$ cat src/rtl/mem_arb_pkg.sv
// Shared definitions for the two-requester memory arbiter.
// Holds the FSM state encoding, one-hot grant constants and the default
// watchdog limit used when ARB_TIMEOUT_EN is defined.
package mem_arb_pkg;

    typedef enum logic [1:0] {
        ST_IDLE = 2'd0,
        ST_BUSY = 2'd1,
        ST_DONE = 2'd2
    } arb_state_t;

    localparam logic [1:0] GNT_NONE = 2'b00;
    localparam logic [1:0] GNT_M0   = 2'b01;
    localparam logic [1:0] GNT_M1   = 2'b10;

    localparam int unsigned DEF_TIMEOUT_CYC = 255;

endpackage

$ cat src/rtl/mem_arbiter_rr_arb2.sv
// rr_arb2: two-way round-robin arbiter with a last-grant pointer register.
// Latency: grant is combinational from i_req; pointer updates one edge after i_upd.
// Backpressure: none; the caller decides when a grant is consumed via i_upd.
// Ports:
//   i_clk, i_rst       clock, synchronous active-high reset (pointer -> m1)
//   i_req[1:0]         request vector (bit0=m0, bit1=m1)
//   i_upd              pulse: commit the finished owner to the pointer
//   i_upd_last_m1      finished owner was m1 (1) or m0 (0)
//   o_gnt[1:0]         one-hot winner, 00 when nobody requests
module rr_arb2
    import mem_arb_pkg::*;
(
    input  logic       i_clk,
    input  logic       i_rst,
    input  logic [1:0] i_req,
    input  logic       i_upd,
    input  logic       i_upd_last_m1,
    output logic [1:0] o_gnt
);

    // 1 = m1 was granted last, so m0 wins the next tie.
    logic r_last_m1;

    always_ff @(posedge i_clk) begin
        if (i_rst) begin
            r_last_m1 <= 1'b1;
        end else if (i_upd) begin
            r_last_m1 <= i_upd_last_m1;
        end
    end

    always_comb begin
        o_gnt = GNT_NONE;
        case (i_req)
            2'b01:   o_gnt = GNT_M0;
            2'b10:   o_gnt = GNT_M1;
            2'b11:   o_gnt = r_last_m1 ? GNT_M0 : GNT_M1;
            default: o_gnt = GNT_NONE;
        endcase
    end

endmodule

$ cat src/rtl/mem_arbiter.sv
// mem_arbiter: two requesters (m0 LSU, m1 fetch/loader) share one SRAM controller.
// Latency: req->ack = downstream latency + 2 cycles (IDLE sample, BUSY, DONE ack).
// Backpressure: one transaction in flight; requesters wait with req held until ack.
// Ports:
//   i_clk, i_rst                         clock, synchronous active-high reset
//   i_mX_req/wren/addr/wdata/control     requester X command (level request)
//   o_mX_ack, o_mX_rdata                 requester X completion pulse and load data
//   o_s_rden/o_s_wren/addr/wdata/control downstream command, held until i_s_ack
//   i_s_ack, i_s_rdata                   downstream completion and load data
//   o_grant                              one-hot current owner, 00 when idle
//   o_err                                sticky watchdog timeout flag
// Build option: define ARB_TIMEOUT_EN to enable the BUSY watchdog (TIMEOUT_CYC
// cycles); otherwise BUSY waits indefinitely for i_s_ack and o_err is 0.
module mem_arbiter
    import mem_arb_pkg::*;
#(
    parameter int unsigned ADDR_W      = 16,
    parameter int unsigned TIMEOUT_CYC = DEF_TIMEOUT_CYC
) (
    input  logic              i_clk,
    input  logic              i_rst,

    input  logic              i_m0_req,
    input  logic              i_m0_wren,
    input  logic [ADDR_W-1:0] i_m0_addr,
    input  logic [31:0]       i_m0_wdata,
    input  logic [2:0]        i_m0_control,
    output logic              o_m0_ack,
    output logic [31:0]       o_m0_rdata,

    input  logic              i_m1_req,
    input  logic              i_m1_wren,
    input  logic [ADDR_W-1:0] i_m1_addr,
    input  logic [31:0]       i_m1_wdata,
    input  logic [2:0]        i_m1_control,
    output logic              o_m1_ack,
    output logic [31:0]       o_m1_rdata,

    output logic              o_s_rden,
    output logic              o_s_wren,
    output logic [ADDR_W-1:0] o_s_addr,
    output logic [31:0]       o_s_wdata,
    output logic [2:0]        o_s_control,
    input  logic              i_s_ack,
    input  logic [31:0]       i_s_rdata,

    output logic [1:0]        o_grant,
    output logic              o_err
);

    arb_state_t        r_state;
    logic [1:0]        r_grant;
    logic [1:0]        r_ack;
    logic [1:0]        r_rd_owner;   // which requester the captured rdata belongs to
    logic [31:0]       r_rdata;
    logic              r_s_rden;
    logic              r_s_wren;
    logic [ADDR_W-1:0] r_addr;
    logic [31:0]       r_wdata;
    logic [2:0]        r_control;

    logic [1:0]        w_arb_gnt;
    logic              w_sel_wren;
    logic [ADDR_W-1:0] w_sel_addr;
    logic [31:0]       w_sel_wdata;
    logic [2:0]        w_sel_control;

`ifdef ARB_TIMEOUT_EN
    // Counter holds the number of completed BUSY cycles; the last allowed
    // BUSY cycle is the one where it equals TIMEOUT_CYC-1.
    localparam logic [15:0] TMO_LAST = 16'(TIMEOUT_CYC - 1);
    logic [15:0] r_tmo_cnt;
    logic        r_err;
`else
    logic [15:0] w_unused_tmo;
    assign w_unused_tmo = 16'(TIMEOUT_CYC);
`endif

    rr_arb2 u_rr_arb2 (
        .i_clk         (i_clk),
        .i_rst         (i_rst),
        .i_req         ({i_m1_req, i_m0_req}),
        .i_upd         (r_state == ST_DONE),
        .i_upd_last_m1 (r_grant[1]),
        .o_gnt         (w_arb_gnt)
    );

    // Winner's command, only meaningful when w_arb_gnt is non-zero.
    always_comb begin
        w_sel_wren    = i_m0_wren;
        w_sel_addr    = i_m0_addr;
        w_sel_wdata   = i_m0_wdata;
        w_sel_control = i_m0_control;
        if (w_arb_gnt[1]) begin
            w_sel_wren    = i_m1_wren;
            w_sel_addr    = i_m1_addr;
            w_sel_wdata   = i_m1_wdata;
            w_sel_control = i_m1_control;
        end
    end

    always_ff @(posedge i_clk) begin
        if (i_rst) begin
            r_state    <= ST_IDLE;
            r_grant    <= GNT_NONE;
            r_ack      <= GNT_NONE;
            r_rd_owner <= GNT_NONE;
            r_rdata    <= '0;
            r_s_rden   <= 1'b0;
            r_s_wren   <= 1'b0;
            r_addr     <= '0;
            r_wdata    <= '0;
            r_control  <= '0;
`ifdef ARB_TIMEOUT_EN
            r_tmo_cnt  <= '0;
            r_err      <= 1'b0;
`endif
        end else begin
            // Acks are single-cycle: only the BUSY->DONE transition sets them.
            r_ack <= GNT_NONE;
            case (r_state)
                ST_IDLE: begin
                    if (w_arb_gnt != GNT_NONE) begin
                        r_grant   <= w_arb_gnt;
                        r_addr    <= w_sel_addr;
                        r_wdata   <= w_sel_wdata;
                        r_control <= w_sel_control;
                        r_s_rden  <= ~w_sel_wren;
                        r_s_wren  <= w_sel_wren;
`ifdef ARB_TIMEOUT_EN
                        r_tmo_cnt <= '0;
`endif
                        r_state   <= ST_BUSY;
                    end
                end
                ST_BUSY: begin
                    if (i_s_ack) begin
                        r_rdata    <= i_s_rdata;
                        r_rd_owner <= r_grant;
                        r_s_rden   <= 1'b0;
                        r_s_wren   <= 1'b0;
                        r_ack      <= r_grant;
                        r_state    <= ST_DONE;
                    end
`ifdef ARB_TIMEOUT_EN
                    else if (r_tmo_cnt == TMO_LAST) begin
                        // Give up on the downstream: complete with zero data.
                        r_rdata    <= '0;
                        r_rd_owner <= r_grant;
                        r_s_rden   <= 1'b0;
                        r_s_wren   <= 1'b0;
                        r_ack      <= r_grant;
                        r_err      <= 1'b1;
                        r_state    <= ST_DONE;
                    end else begin
                        r_tmo_cnt  <= r_tmo_cnt + 16'd1;
                    end
`endif
                end
                ST_DONE: begin
                    r_grant <= GNT_NONE;
                    r_state <= ST_IDLE;
                end
                default: begin
                    r_state <= ST_IDLE;
                end
            endcase
        end
    end

    assign o_m0_ack    = r_ack[0];
    assign o_m1_ack    = r_ack[1];
    assign o_m0_rdata  = r_rd_owner[0] ? r_rdata : 32'h0;
    assign o_m1_rdata  = r_rd_owner[1] ? r_rdata : 32'h0;
    assign o_s_rden    = r_s_rden;
    assign o_s_wren    = r_s_wren;
    assign o_s_addr    = r_addr;
    assign o_s_wdata   = r_wdata;
    assign o_s_control = r_control;
    assign o_grant     = r_grant;
`ifdef ARB_TIMEOUT_EN
    assign o_err       = r_err;
`else
    assign o_err       = 1'b0;
`endif

endmodule

$ cat config.mk
export PLATFORM = sky130hd
export DESIGN_NAME = mem_arbiter
export DESIGN_NICKNAME = d
export VERILOG_FILES = /design/src/rtl/mem_arb_pkg.sv /design/src/rtl/mem_arbiter_rr_arb2.sv /design/src/rtl/mem_arbiter.sv
export SDC_FILE = /design/constraint.sdc
export NUM_CORES = 1
export LEC_CHECK = 0
export ABC_AREA = 1
export CAP_MARGIN = 20
export CELL_PAD_IN_SITES_DETAIL_PLACEMENT = 0
export CELL_PAD_IN_SITES_GLOBAL_PLACEMENT = 2
export CORE_MARGIN = 3
export CORE_UTILIZATION = 17
export CTS_BUF_LIST = sky130_fd_sc_hd__clkbuf_2
export CTS_CLUSTER_DIAMETER = 40
export DETAILED_ROUTE_END_ITERATION = 8
export GPL_ROUTABILITY_DRIVEN = 0
export PLACE_DENSITY = 0.86
export SETUP_SLACK_MARGIN = 0.05
export SYNTH_ARGS = -nofsm -noshare
export SYNTH_HDL_FRONTEND = slang
export SYNTH_SLANG_ARGS = --single-unit
$ cat constraint.sdc
create_clock -name i_clk -period 1.1 [get_ports i_clk]
set_clock_uncertainty 0.05 [all_clocks]
set_input_delay 0.165 -clock i_clk [delete_from_list [all_inputs] [get_ports i_clk]]
set_output_delay 0.165 -clock i_clk [all_outputs]
set_load 0.02 [all_outputs]
# Word level (Yosys, flattened, before mapping)
# Index checks and enable logic that the tools add are counted.
[word_totals]
inputBits = 141
output_inout_bits = 122
register_bits = 94
elab_cells = 49
[op_classes]
n_reduce_logical = 10
muxes = 18
bitwise = 3
eq_ne = 7
[op_table]
columns = ["op", "count"]
rows = [
  ["$mux 32", 3],
  ["$mux 16", 1],
  ["$mux 2", 4],
  ["$pmux 2 s2", 2],
  ["$reduce_and 2->1", 4],
  ["$eq 2x2->1 const B", 3],
  ["$pmux 2 s3", 1],
  ["$reduce_bool 2->1", 3],
  ["$eq 2x1->1 const B", 2],
  ["$mux 1", 4],
  ["$ne 2x2->1 const B", 2],
  ["$pmux 1 s2", 2],
  ["$mux 3", 1],
  ["$not 1->1", 3],
  ["$reduce_and 3->1", 1],
  ["$reduce_or 3->1", 1],
  ["$logic_not 2->1", 1],
]

# Logic depth before layout (Yosys ltp)
# Gate-level depths: netlist of the first run.
[logic_depth]
depth_word = 6
depth_mapped = 7

# Modules after synthesis
# A second synthesis of the first run with hierarchy kept.
[unflattened]
hier_cells = 725
area_unflattened_um2 = 4481.8
[by_module_without_submodules]
columns = ["module", "n_inst", "cells_each", "area_per_inst_um2", "seq_area_each_um2"]
rows = [
  ["mem_arbiter", 1, 716, 4423.0, 1861.8],
  ["rr_arb2", 1, 9, 58.8, 20.0],
]

# Worst setup path after synthesis of the first run
# Ideal clock, no wire load.
[synth_path]
path_kind = "reg2out"
from = "reg r_rd_owner[0]"
to = "out o_m0_rdata[10]"
arrival_time_ns = 0.961
path_slack_ns = -0.076
path_stages_with_launch = 5
path_cell_list = "dfxtp_1 > clkbuf_1 > clkbuf_1 > nand2_1 > inv_1"
[synth_via]
elab_chain_cells = 1
[synth_lines]
columns = ["element", "line", "text"]
rows = [
  ["from (decl)", "mem_arbiter.sv:54", "logic [1:0] r_rd_owner;"],
  ["from (signal assigned)", "mem_arbiter.sv:139", "r_rd_owner <= r_grant;"],
  ["$mux 32", "mem_arbiter.sv:173", "assign o_m0_rdata = r_rd_owner[0] ? r_rdata : 32'h0;"],
  ["to (decl)", "mem_arbiter.sv:29", "output logic [31:0] o_m0_rdata,"],
]
# Every way passes these cells.

# Worst setup path after layout of the first run
[layout_path]
from = "reg r_rd_owner[0]"
to = "out o_m0_rdata[28]"
# Same word-level chain as after synthesis.

==> flow_summary.json, run 1 <==
{
  "grt_usage_pct": 14.3,
  "finalHoldViolCount": 0,
  "irDropWorstVdd_v": 0.000414,
  "start_util_pct": 17.5,
  "syn_nets": 866,
  "violations": "setup timing",
  "endpoint_kind": "output pin",
  "io_pins": 263,
  "fmax_ghz": 0.581,
  "dpl.hpwl_um": 13200,
  "grt_max_degree": 32,
  "synth.cell_area_um2": 4620,
  "critPathSlowestCell": "dfxtp_4",
  "grt_pass1_wl_um": 32100,
  "required_ps": 880,
  "grtUsageMet2_pct": 25.5,
  "area_growth_pct": 118,
  "clockRootBuffer": "clkbuf_2",
  "final_layout_size_suffix_gt1_share_pct": 52.9,
  "mostFrequentLayoutCells": "139 x clkdlybuf4s50_1, 135 x buf_6, 106 x nand2_1",
  "numCtsBuffers": 9,
  "die_area_um2": 29200,
  "cts_tree": "built",
  "synth_top_family_by_area": "simple AND/OR/NAND/NOR gates",
  "run_status": "finished with violations",
  "viasPerCell": 4.10,
  "synth_seq_cells": 94,
  "path_max_fanout": 8,
  "synth_area_per_cell_um2": 6.38,
  "yosys_warnings": 0,
  "core-area_um2": 26400,
  "busiest_layer": "met2",
  "drc": 0,
  "hold_path_class": "in -> reg",
  "power.leakage_nw": 4.92,
  "seq_area_um2": 1980,
  "layout_commonest_cell": "clkdlybuf4s50_1",
  "crit_type": "reg -> out",
  "cts_sinks": 94,
  "period_share_pct": 156,
  "drtIter0Drc": 152,
  "cp-start-kind": "flop",
  "wirelength_um": 21900,
  "htree_levels": 3,
  "synth-adder-area-share_pct": 0,
  "max_cap_violations": 0,
  "synth_top_area_share_pct": 40.7,
  "setup_viol": 211,
  "finalNetCount": 1173,
  "synth-xor-area-share_pct": 0,
  "multi_input_area_um2": 2980,
  "die_x_um": 171,
  "first_pass_iters": 4,
  "synth_cell_types": 22,
  "clk_latency_ps": 580,
  "grt_setup_unrepaired": "yes",
  "p_total_mw": 9.88,
  "overflow": 0,
  "synthMuxAreaShare_pct": 0,
  "antenna_found_initial": 1,
  "synthesis.instances": 725,
  "routedWlPerCell_um": 16.0,
  "num_vias": 5627,
  "cpLargestDelayFamily": "flip-flops",
  "synth_compound_area_share_pct": 13.4,
  "cpPeakStageDelay_ps": 450,
  "ant_nets": 0,
  "tns_ps": -64760,
  "n_fill_cell": 2767,
  "power.density_nw_per_um2": 982,
  "synth-simple-area-share_pct": 30.5,
  "cp_cell_sequence": "buf_12, buf_16, nand2_2, inv_2, buf_6",
  "globalRouteMet3Util_pct": 4.09,
  "rows": 59,
  "port_buffers": 261,
  "setup_ws_ps": -621,
  "synth.top_cells.by_area": "dfxtp_1 41%, nand2_1 14%, nor2_1 8.6%",
  "grt_pass1_vias": 5556,
  "path_buf_inv": 4,
  "clock_path_buffers": 2,
  "seq_area_frac_synth_pct": 40.7,
  "die_y_um": 171,
  "use_met1_pct": 16.7,
  "slew_violations": 0,
  "netlist.top_cell.by_area": "dfxtp_1",
  "min_period_ps": 1720,
  "crit_arrival_ps": 1510,
  "clk_pin_slew_ps": 270
}
[timing repair]
action / 4_1_cts / 5_1_grt
setup endpoints to repair: 209 / 214
pin swaps: 38 / 82
hold buffers: 1 / 0
gates cloned: 19 / 4
hold endpoints to repair: 1 / 0
gates resized for setup: 947 / 163
setup buffers: 19 / 15
[layout make-up]
type                    count  area share (%)
clock inverters             5           0.758
repair buffers            349            41.3
inverters                 107            4.06
well taps                 335            4.16
multi-input cells         471            29.6
clock buffers               9           0.447
diodes                      1          0.0249
flip-flops and latches     94            19.6
[per-stage QoR]
stage | hold WS (ps) | util (%) | std cells | setup WS [ps] | cell area, um^2
2_1_floorplan | 177 | - | 725 | 25.8 | 4680
3_3_place_gp | 398 | 29.6 | 1306 | -509 | 7810
3_5_place_dp | 400 | 29.6 | 1306 | -493 | 7810
4_1_cts | 1.18 | 35.8 | 1359 | -716 | 9440
5_1_grt | 45.5 | 38.2 | 1371 | -749 | 10100
6_report | 105 | 38.2 | 1371 | -621 | 10100
[final timing paths]
kind / from / endpoint / slack (ps) / cells past startpoint
max: r_rd_owner[0]$_SDFFE_PP0P_ / o_m0_rdata[28] / -620 / 5
min: i_s_rdata[5] / r_rdata[5]$_SDFFE_PP0P_ / 110 / 3
max reg2reg: r_state[1]$_SDFFE_PP0P_ / o_s_addr[8]$_SDFFE_PP0P_ / -310 / 7
min reg2reg: r_rdata[30]$_SDFFE_PP0P_ / r_rdata[30]$_SDFFE_PP0P_ / 450 / 2
[cells by family after synthesis]
logic type | count (synthesis)
AND/OR/NAND/NOR | 347
buffers and inverters | 160
AO/OA/AOI/OAI | 123
flip-flops | 94
other | 1
[power breakdown]
group	switching (mW)	internal (mW)
Combinational	1.78	2.03
Clock	1.25	0.714
Sequential	0.335	3.78
[cells in the mapped netlist, drive strengths merged]
master  number
clkbuf      19
dfxtp       94
nand4        1
conb         1
o211ai       2
nand3       60
inv        107
nand3b       1
o21ai       85
nand2      177
nor2       108
a21oi       36
buf         34
[registers in the layout, indices dropped and copies added, names as in the netlist]
signal               cells
o_s_addr                16
r_ack                    2
o_s_control              3
o_s_wren                 1
r_rdata                 32
o_s_rden                 1
r_state                  2
r_rd_owner               2
u_rr_arb2.r_last_m1      1
o_grant                  2
o_s_wdata               32
[worst register-to-register path, cell delays in order (launching register included)]
cell and delay, ps:
dfxtp_4 420, buf_6 120, nor2_4 170, nand2_8 140
buf_12 160, clkbuf_16 180, nor2_4 80, nor2_1 40
[layer usage]
metal | vias to the layer above | share of wire [%]
li1 | 2849 | -
met1 | 2575 | 40
met2 | 182 | 50
met3 | 21 | 7.5
met4 | 0 | 1.9
met5 | - | 0
Note: power is estimated with default switching activity, not from simulation.
==> run 2: changes to the inputs <==
- CORE_UTILIZATION: 17 -> 19
- HOLD_SLACK_MARGIN: default -> 0.02
- PLACE_DENSITY: 0.86 -> 0.9
- clock period: 1.1 -> 1.6 ns (I/O delays scaled with it)
==> flow_summary.json, run 2 (synthesized netlist as in run 1, its figures left out) <==
{
  "run_status": "finished with violations",
  "violations": "setup timing",
  "viasPerCell": 4.06,
  "clock_path_buffers": 2,
  "place_inst": 1278,
  "grt_max_degree": 67,
  "fin_cells": 1306,
  "multi_input_area_um2": 2340,
  "finalNetCount": 1122,
  "irDropWorstVdd_v": 0.000279,
  "grt_setup_unrepaired": "yes",
  "start_util_pct": 19.5,
  "reg2reg_depth": 6,
  "clockRootBuffer": "clkbuf_2",
  "core-area_um2": 23700,
  "n_fill_cell": 2601,
  "crit_type": "reg -> out",
  "fmax_ghz": 0.566,
  "crit_arrival_ps": 1480,
  "die_x_um": 162,
  "antenna_found_initial": 2,
  "r2r-start": "r_state[0]$_SDFFE_PP0P_",
  "cts_sinks": 94,
  "drtIter0Drc": 189,
  "clk_pin_slew_ps": 280,
  "period_share_pct": 110,
  "endpoint": "o_m1_rdata[15]",
  "post-route-util_pct": 34.6,
  "required_ps": 1310,
  "die_y_um": 162,
  "wirelength_um": 18200,
  "first_pass_iters": 4,
  "numCtsBuffers": 9,
  "cts_tree": "built",
  "layout_commonest_cell": "clkdlybuf4s50_1",
  "mostFrequentLayoutCells": "139 x clkdlybuf4s50_1, 120 x nand2_1, 106 x nor2_1",
  "num_vias": 5297,
  "reg2reg_setup_slack_ps": 300,
  "finalHoldViolCount": 0,
  "die_area_um2": 26200,
  "max_cap_violations": 0,
  "clk_latency_ps": 530,
  "setup_ws_ps": -167,
  "setup_viol": 64,
  "area_growth_pct": 77.3,
  "cp_cell_sequence": "buf_6, buf_12, nand2_2, inv_2, buf_6",
  "critPathSlowestCell": "dfxtp_4",
  "power.density_nw_per_um2": 708,
  "ant_nets": 0,
  "cp-start-kind": "flop",
  "power.leakage_nw": 4.40,
  "p_total_mw": 5.80,
  "cpPeakStageDelay_ps": 430,
  "io_pins": 263,
  "min_period_ps": 1770,
  "critical_path.startpoint": "r_rd_owner[1]$_SDFFE_PP0P_",
  "hold_path_class": "in -> reg",
  "dpl_cell_area_um2": 7660,
  "tns_ps": -8470,
  "slew_violations": 0,
  "port_buffers": 261,
  "routedWlPerCell_um": 13.9,
  "final_layout_size_suffix_gt1_share_pct": 35.1,
  "grt_pass1_vias": 5023,
  "grt_usage_pct": 13.3,
  "min_from": "i_s_rdata[29]",
  "overflow": 0,
  "endpoint_kind": "output pin",
  "path_max_fanout": 8,
  "dpl.hpwl_um": 12800,
  "seq_area_um2": 1960,
  "stdcell_area_um2": 8190,
  "drc": 0,
  "r2r_end": "o_s_addr[12]$_SDFFE_PP0P_",
  "grt_pass1_wl_um": 27500,
  "rows": 56,
  "htree_levels": 3,
  "crit_top_cell": "buf_6"
}
run 2: cell count changes in the layout (fill, tap and decap cells not counted), sizes merged:
| cell | change |
|---|---|
| buf | -50 |
| clkinv | -1 |
| clkbuf | +2 |
run 2: timing repair:
| action | 4_1_cts | 5_1_grt |
|---|---|---|
| setup buffers | 5 | 0 |
| cloned | 6 | 0 |
| hold buffers | 1 | 0 |
| pin swaps | 14 | 19 |
| endpoints found under the setup margin | 121 | 70 |
| gates resized for setup | 764 | 64 |
| endpoints found under the hold margin | 1 | 0 |
run 2: area by class of cell:
cell class	count	share of cell area [%]
repair buffers	298	36.1
multi-input cells	471	28.6
flip-flops and latches	94	23.9
inverters	107	4.90
well taps	319	4.87
clock inverters	4	0.870
clock buffers	12	0.733
diodes	1	0.0305
run 2: through the flow:
step	hold WS (ps)	setup slack, ps
6_report	183	-167
5_1_grt	90.2	-323
4_1_cts	81.9	-277
2_1_floorplan	259	349
3_3_place_gp	398	-21.2
3_5_place_dp	400	-57.8
run 2: how the worst min path moves through the flow:
stage	to	slack, ps	depth (start not counted)
floorplan	o_grant[0]$_SDFFE_PP0P_	260	1
global placement	r_rdata[8]$_SDFFE_PP0P_	400	2
detailed placement	r_rdata[0]$_SDFFE_PP0P_	400	2
CTS	r_rdata[29]$_SDFFE_PP0P_	80	3
global route	r_rdata[8]$_SDFFE_PP0P_	90	3
finish	r_rdata[29]$_SDFFE_PP0P_	180	3
run 2: report_power, final:
part / total (mW) / internal (mW) / switching (mW)
Clock: 1.39 / 0.531 / 0.858
Sequential: 2.77 / 2.60 / 0.169
Combinational: 1.64 / 0.762 / 0.882
run 2: worst max-delay path: cells and delay by family (launching register included):
family                 cells  cell delay, ps
AND/OR/NAND/NOR            1              70
buffers and inverters      4             430
flip-flops                 1             430
run 2: routing by layer:
metal	track usage, %	routed length, um	up-vias
li1	-	-	2736
met1	15.6	7670	2347
met2	22.6	8580	190
met3	4.34	1560	22
met4	4.69	376	2
met5	0	13	-
==> run 3: changes to the inputs <==
--- a/config.mk
+++ b/config.mk
@@ -7,5 +7,5 @@
 export LEC_CHECK = 0
 export ABC_AREA = 1
-export CAP_MARGIN = 20
+export CAP_MARGIN = 15
 export CELL_PAD_IN_SITES_DETAIL_PLACEMENT = 0
 export CELL_PAD_IN_SITES_GLOBAL_PLACEMENT = 2
==> constraint.sdc (replaced) <==
create_clock -name i_clk -period 1.6 [get_ports i_clk]
set_clock_uncertainty 0.05 [all_clocks]
set_input_delay 0.16 -clock i_clk [delete_from_list [all_inputs] [get_ports i_clk]]
set_output_delay 0.16 -clock i_clk [all_outputs]
set_load 0.02 [all_outputs]
==> flow_summary.json, run 3 (synthesized netlist as in run 1, its figures left out) <==
{
  "core-area_um2": 23700,
  "min_period_ps": 1690,
  "finalHoldViolCount": 0,
  "area_growth_pct": 80.2,
  "crit_arrival_ps": 1480,
  "max_cap_violations": 0,
  "dp_slack_ps": -27.4,
  "setup_viol": 64,
  "antenna_found_initial": 3,
  "layout_commonest_cell": "clkdlybuf4s50_1",
  "hold_path_class": "in -> reg",
  "crit_type": "reg -> out",
  "cp_cell_sequence": "buf_6, buf_12, nand2_2, inv_2, buf_6",
  "grt_pass1_vias": 5034,
  "finalNetCount": 1129,
  "slew_violations": 0,
  "crit_top_cell": "buf_6",
  "endpoint_kind": "output pin",
  "seq_area_um2": 1960,
  "clk_pin_slew_ps": 270,
  "required_ps": 1390,
  "mostFrequentLayoutCells": "139 x clkdlybuf4s50_1, 115 x nand2_1, 106 x nor2_1",
  "routedWlPerCell_um": 13.9,
  "dpl.hpwl_um": 12600,
  "power.density_nw_per_um2": 675,
  "fmax_ghz": 0.592,
  "io_pins": 263,
  "num_vias": 5316,
  "timing.hold.ws_ps": 114,
  "overflow": 0,
  "cpPeakStageDelay_ps": 420,
  "p_total_mw": 5.62,
  "final_layout_size_suffix_gt1_share_pct": 35.7,
  "critPathSlowestCell": "dfxtp_4",
  "port_buffers": 261,
  "htree_levels": 3,
  "ant_nets": 0,
  "grt_usage_pct": 13.1,
  "wirelength_um": 18200,
  "first_pass_iters": 6,
  "start_util_pct": 19.5,
  "grt_pass1_wl_um": 27400,
  "run_status": "finished with violations",
  "period_share_pct": 106,
  "violations": "setup timing",
  "multi_input_area_um2": 2390,
  "cts_sinks": 94,
  "place_inst": 1275,
  "die_x_um": 162,
  "viasPerCell": 4.05,
  "tns_ps": -3150,
  "clockRootBuffer": "clkbuf_2",
  "rows": 56,
  "path_max_fanout": 8,
  "setup_ws_ps": -88.7,
  "power.leakage_nw": 4.49,
  "dpl_cell_area_um2": 7610,
  "die_area_um2": 26200,
  "grt_max_degree": 67,
  "post-route-util_pct": 35.2,
  "drtIter0Drc": 182,
  "numCtsBuffers": 9,
  "clk_latency_ps": 560,
  "irDropWorstVdd_v": 0.000283,
  "fin_cells": 1312,
  "grt_setup_unrepaired": "yes",
  "cts_tree": "built",
  "drc": 0,
  "clock_path_buffers": 2,
  "stdcell_area_um2": 8330,
  "n_fill_cell": 2589,
  "die_y_um": 162,
  "cp-start-kind": "flop"
}
run 3: cell count changes in the layout (fill, tap and decap cells not counted), moves of 2 or more:
cell             before  now
clkdlybuf4s15_2       0   15
nand2_1             120  115
clkbuf_4              3    0
inv_1                50   45
buf_16                5    3
nand2_4              35   43
inv_2                57   62
dlygate4sd3_1         1    9
buf_2                52   42
nand2_2              22   19
run 3: worst paths after layout:
check / from / end / slack (ps) / depth (start not counted)
setup / recovery: r_rd_owner[1]$_SDFFE_PP0P_ / o_m1_rdata[1] / -90 / 5
hold / removal: i_s_rdata[2] / r_rdata[2]$_SDFFE_PP0P_ / 110 / 3
setup reg to reg: r_state[0]$_SDFFE_PP0P_ / o_s_addr[6]$_SDFFE_PP0P_ / 270 / 6
hold reg to reg: r_rdata[29]$_SDFFE_PP0P_ / r_rdata[29]$_SDFFE_PP0P_ / 440 / 2
run 3: timing repair:
item	in CTS	in global routing
hold endpoints to repair	7	4
hold buffers	5	4
cloned	5	1
resized for setup	675	156
pin swaps	19	17
buffers inserted	4	4
endpoints found under the setup margin	121	115
run 3: power by group:
group	switching, mW	internal, mW
clock network	0.826	0.348
logic	0.888	0.788
registers	0.177	2.60
run 3: final cells by class:
class | count | share of cell area (%)
antenna | 2 | 0.0601
clock buffer | 10 | 0.601
clock inverter | 4 | 0.601
inverter | 107 | 4.82
multi-input combinational | 471 | 28.7
sequential | 94 | 23.5
tap | 319 | 4.79
timing repair buffer | 305 | 36.9
run 3: worst max-delay path, delay by kind of cell, from the launching register on:
family | cells | cell delay [ps]
and+or+nand+nor | 1 | 70
DFF | 1 | 420
buffers and inverters | 4 | 430
run 3: layer usage:
layer | vias up | part of all wire (%) | GRT usage [%]
li1 | 2748 | - | -
met2 | 181 | 49 | 23.0
met5 | - | 0.038 | 0
met1 | 2369 | 41 | 15.0
met3 | 16 | 9.3 | 5.36
met4 | 2 | 1.4 | 2.79
